## src/rtl/fb_port_arbiter.sv

```systemverilog
// Frame-buffer port arbiter: shares one single-port image RAM between the
// VGA pixel fetch path (priority) and a valid/ready image writer. A
// starvation counter forces a pending write through during continuous
// fetching. The displaced pixel is flagged on px_miss.
module fb_port_arbiter #(
    parameter int AddressWidth = 16,
    parameter int DataWidth    = 8,
    parameter int StarveLimit  = 255
) (
    input  logic                    clk,
    input  logic                    rst_n,
    input  logic                    px_req,
    input  logic [AddressWidth-1:0] px_addr,
    output logic [DataWidth-1:0]    px_data,
    output logic                    px_valid,
    output logic                    px_miss,
    input  logic                    wr_valid,
    output logic                    wr_ready,
    input  logic [AddressWidth-1:0] wr_addr,
    input  logic [DataWidth-1:0]    wr_data,
    output logic                    ram_rw,
    output logic [AddressWidth-1:0] ram_addr,
    output logic [DataWidth-1:0]    ram_wdata,
    input  logic [DataWidth-1:0]    ram_rdata,
    output logic                    frame_loaded
);

    localparam int CntW = (StarveLimit < 1) ? 1 : $clog2(StarveLimit + 1);
    localparam logic [CntW-1:0] Limit = CntW'(StarveLimit);

    logic [CntW-1:0] starve_cnt;
    logic            force_wr;
    logic            wr_grant;
    logic            px_grant;
    logic            miss_now;
    logic            rd_pend;
    logic            miss_pend;

    // Grant decision. Everything is gated by rst_n so the RAM never sees
    // a write strobe while the block is held in reset.
    always_comb begin
        force_wr = (StarveLimit != 0) && wr_valid && (starve_cnt == Limit);
        wr_grant = rst_n && wr_valid && (!px_req || force_wr);
        px_grant = rst_n && px_req && !wr_grant;
        miss_now = rst_n && px_req && wr_grant;
        wr_ready = wr_grant;
    end

    // RAM port drive. Reads default to px_addr so an idle cycle is a
    // harmless read.
    always_comb begin
        ram_rw    = 1'b1;
        ram_addr  = px_addr;
        ram_wdata = wr_data;
        if (!rst_n) begin
            ram_addr  = '0;
            ram_wdata = '0;
        end else if (wr_grant) begin
            ram_rw   = 1'b0;
            ram_addr = wr_addr;
        end
    end

    // Starvation counter: counts blocked cycles of a pending write, saturating.
    always_ff @(posedge clk or negedge rst_n) begin
        if (!rst_n) begin
            starve_cnt <= '0;
        end else if (!wr_valid || wr_grant) begin
            starve_cnt <= '0;
        end else if (starve_cnt != Limit) begin
            starve_cnt <= starve_cnt + 1'b1;
        end
    end

    // Read pipeline: grant -> RAM read cycle -> px_data/px_valid two cycles on.
    always_ff @(posedge clk or negedge rst_n) begin
        if (!rst_n) begin
            rd_pend   <= 1'b0;
            miss_pend <= 1'b0;
            px_valid  <= 1'b0;
            px_miss   <= 1'b0;
            px_data   <= '0;
        end else begin
            rd_pend   <= px_grant;
            miss_pend <= miss_now;
            px_valid  <= rd_pend;
            px_miss   <= miss_pend;
            if (rd_pend) begin
                px_data <= ram_rdata;
            end
        end
    end

    // Sticky flag: the last word of the frame (all-ones address) was written.
    always_ff @(posedge clk or negedge rst_n) begin
        if (!rst_n) begin
            frame_loaded <= 1'b0;
        end else if (wr_grant && (&wr_addr)) begin
            frame_loaded <= 1'b1;
        end
    end

endmodule

```

## config.mk

```make
export PLATFORM = sky130hd
export DESIGN_NAME = fb_port_arbiter
export DESIGN_NICKNAME = d
export VERILOG_FILES = /design/src/rtl/fb_port_arbiter.sv
export SDC_FILE = /design/constraint.sdc
export NUM_CORES = 1
export LEC_CHECK = 0
export CAP_MARGIN = 20
export CORE_ASPECT_RATIO = 0.5
export CORE_MARGIN = 2
export CORE_UTILIZATION = 35
export CTS_CLUSTER_DIAMETER = 100
export DETAILED_ROUTE_END_ITERATION = 8
export PLACE_DENSITY = 0.8
export SYNTH_ARGS = -nofsm -noshare
export SYNTH_HDL_FRONTEND = slang
export SYNTH_SLANG_ARGS = --single-unit
export TNS_END_PERCENT = 50
```

## constraint.sdc

```tcl
create_clock -name clk -period 2.1 [get_ports clk]
set_input_delay 0.42 -clock clk [delete_from_list [all_inputs] [get_ports clk]]
set_output_delay 0.42 -clock clk [all_outputs]
set_load 0.02 [all_outputs]
```

==> results.ini <==
[sta]
setup_slack_ns = -0.0933
fmaxAchievable_ghz = 0.456
timing.final.crit_share_pct = 104
slew_headroom_pct = 72.0
tns_ns = -0.983
whs_ns = 0.357
setup_viol = 17
grt_setup_unrepaired = yes
final_hold_viol_count = 0
max_slew.worst_pin.slew_ns = 0.419
drv_slew = 0
skew_ns = 0.00194
layout_min_cycle_time_ns = 2.19

[worst_setup_path]
cp-start-kind = register
crit_family = flip-flops
reg2reg_to = starve_cnt[6]
end_kind = output port
slowest_delay_ns = 0.39
crit_fanout = 20
crit_path_top_delay_cell = dfrtp_1
crit_type = register to output port
ff2ff_path_depth = 7
path_cells = ha_4 > nand4_4 > o21ai_2 > nand3_2 > buf_12 > mux2i_2 > buf_4
r2r_start = starve_cnt[0]
crit_buf_inv = 2
r2r_setup_slack_ns = 0.49
crit_arrival_ns = 1.77
cp_data_required_time_ns = 1.68

[power]
cellInternalPower_mw = 0.802
finalPower_mw = 1.12
leakage_nw = 1.20
ir_drop_uv = 248
power_frac_clock_pct = 22.9
p_comb_share_pct = 36.5
p_switching_mw = 0.323
power.share.sequential_pct = 40.6
sw_frac_of_total_pct = 28.7
powerDensity_nw_per_um2 = 475

[synthesis]
yosys.area_share.simple_pct = 23.7
syn-num-nets = 193
seq_area_frac_synth_pct = 40.9
syn-cell-area_um2 = 1280
post_synth_xor_area_fraction_pct = 0.682
yosysWarnings = 0
synth_top_family_by_area = simple AND/OR/NAND/NOR gates
netlist_instances = 140
synth-compound-area-share_pct = 4.58
synth_fa_ha_area_share_pct = 0.975
syn_avg_cell_area_um2 = 9.17
synth_seq_cells = 21
synth_cell_type_count = 29
muxShareOfSynthArea_pct = 20.3

[routing]
routedWlPerCell_um = 12.6
dr.pass1.iters = 4
num_vias = 1369
vias_per_cell = 4.63
drcViolationCount = 0
drt_iter0_markers = 26
wl_mm = 3.72
ant_nets = 0

[floorplanning]
coreArea_um2 = 3470
die-area_um2 = 4200
dieHeight_um = 46.8
die_x_um = 89.7
start_util_pct = 37.0
rows = 15
io_pins = 89

[grt]
grt_util_all_layers_pct = 18.9
grt-ovfl-total = 0
grt_pass1_vias = 1402
grt_pass1_wl_mm = 6.08
grt_max_degree = 21
antenna_found_initial = 0

[placement]
portBuffers = 88
dpl_worst_slack_ns = -0.469
post_dp_cell_area_um2 = 2330
dpl.cell_count = 290
hpwl_mm = 3.09
routabilityCongestion = 0.850

[clock_tree]
cts_sinks = 21
cts_made_buffers = 3
clk_latency_ns = 0.26
cts_tree = yes
htreeDepth = 1
cts_root_buf = clkbuf_8
clk_path_buf_depth = 2
postCtsHoldBufs = 0
clk_pin_slew_ns = 0.07

[layout]
diodes = 0
fin_nets = 299
final_cell_area_um2 = 2370
area_growth_pct = 84.4
drive_above_1_share_pct = 25.3
final_util_pct = 68.2
layout.cells.non_filler = 296

[min_path]
min_path_cells = 0
min_path_type = register to register
whs_endpoint = px_miss
hp-start = miss_pend

[run_status]
violations = negative setup slack
outcome = finished with violations

[run]
drv_cap = 0

==> synthesized netlist by cell type, drive strengths merged <==
master | n | area [um^2]
a211oi | 1 | 12.5
inv | 18 | 67.6
a21oi | 2 | 10.0
nor2 | 11 | 41.3
xor2 | 1 | 8.76
dfrtp | 21 | 526
or2 | 1 | 6.26
mux2 | 8 | 90.1
clkbuf | 3 | 11.3
o21bai | 1 | 7.51
mux2i | 17 | 170
nand3 | 5 | 30.0
and2 | 8 | 50.1
ha | 1 | 12.5
buf | 4 | 35.0
nand2 | 19 | 71.3
nand4 | 5 | 37.5
a21bo | 1 | 10.0
or4 | 1 | 7.51
and3 | 4 | 27.5
nor3 | 4 | 20.0
o21ai | 3 | 18.8
and4bb | 1 | 12.5
==> final cells by class <==
class                      instances  area (um^2)
tap                               51         63.8
timing repair buffer             108          991
fill                             290         1100
multi-input combinational         94          673
clock inverter                     1         5.00
clock buffer                       3         41.3
inverter                          18         67.6
sequential                        21          526
==> cells in the final DEF (no fill, tap or decap), drive strengths merged, types with 2 or more instances in the layout <==
cell           Yosys  final
a21oi              2      2
nand3              5      5
o21ai              3      3
mux2               8      8
clkbuf             3      4
and2               8      8
nor3               4      4
nand4              5      5
dfrtp             21     21
mux2i             17     17
buf                4     37
clkdlybuf4s15      0      4
clkdlybuf4s50      0     62
nand2             19     19
and3               4      4
dlygate4sd2        0      4
inv               18     18
nor2              11     11
==> worst max path at each step <==
| stage | startpoint | slack, ns | end | cells after the start |
|---|---|---|---|---|
| floorplan | starve_cnt[0] | 0.13 | ram_addr[10] | 6 |
| global placement | px_req | -0.41 | ram_addr[10] | 6 |
| detailed placement | px_req | -0.47 | ram_addr[11] | 6 |
| CTS | starve_cnt[0] | -0.1 | ram_addr[11] | 7 |
| global route | starve_cnt[1] | -0.16 | ram_addr[9] | 7 |
| finish | starve_cnt[1] | -0.09 | ram_addr[10] | 7 |
==> metal layers <==
metal / share of wire [%] / routed length [um] / vias up / GRT usage, %
met1: 39 / 1450 / 623 / 20.4
li1: - / - / 673 / -
met3: 5.0 / 187 / 16 / 3.51
met2: 52 / 1930 / 57 / 37.5
met4: 3.9 / 144 / 0 / 8.06
met5: 0 / 0 / - / 0
==> logic make-up after synthesis <==
kind of cell / Yosys count
AND/OR/NAND/NOR: 59
buffers and inverters: 25
XOR/XNOR: 1
adder cells (fa/ha/maj): 1
AO/OA/AOI/OAI: 8
flip-flops: 21
multiplexers: 25
==> power groups by stage <==
stage	sequential, mW	combinational (mW)	clock (mW)
6_report	0.457	0.410	0.258
5_1_grt	0.461	0.440	0.281
4_1_cts	0.457	0.407	0.267
3_5_place_dp	0.463	0.421	0
3_3_place_gp	0.461	0.414	0
2_1_floorplan	0.495	0.134	0
==> timing repair <==
item | CTS | global route
endpoints found under the setup margin | 26 | 23
buffers inserted | 1 | 1
pin swaps | 1 | 2
gates resized for setup | 93 | 12
==> state kept, by name, summed over array words and instances, names as in the netlist <==
signal,flops
frame_loaded,1
miss_pend,1
px_data,8
px_miss,1
px_valid,1
rd_pend,1
starve_cnt,8
Note: power is estimated with default switching activity, not from simulation.
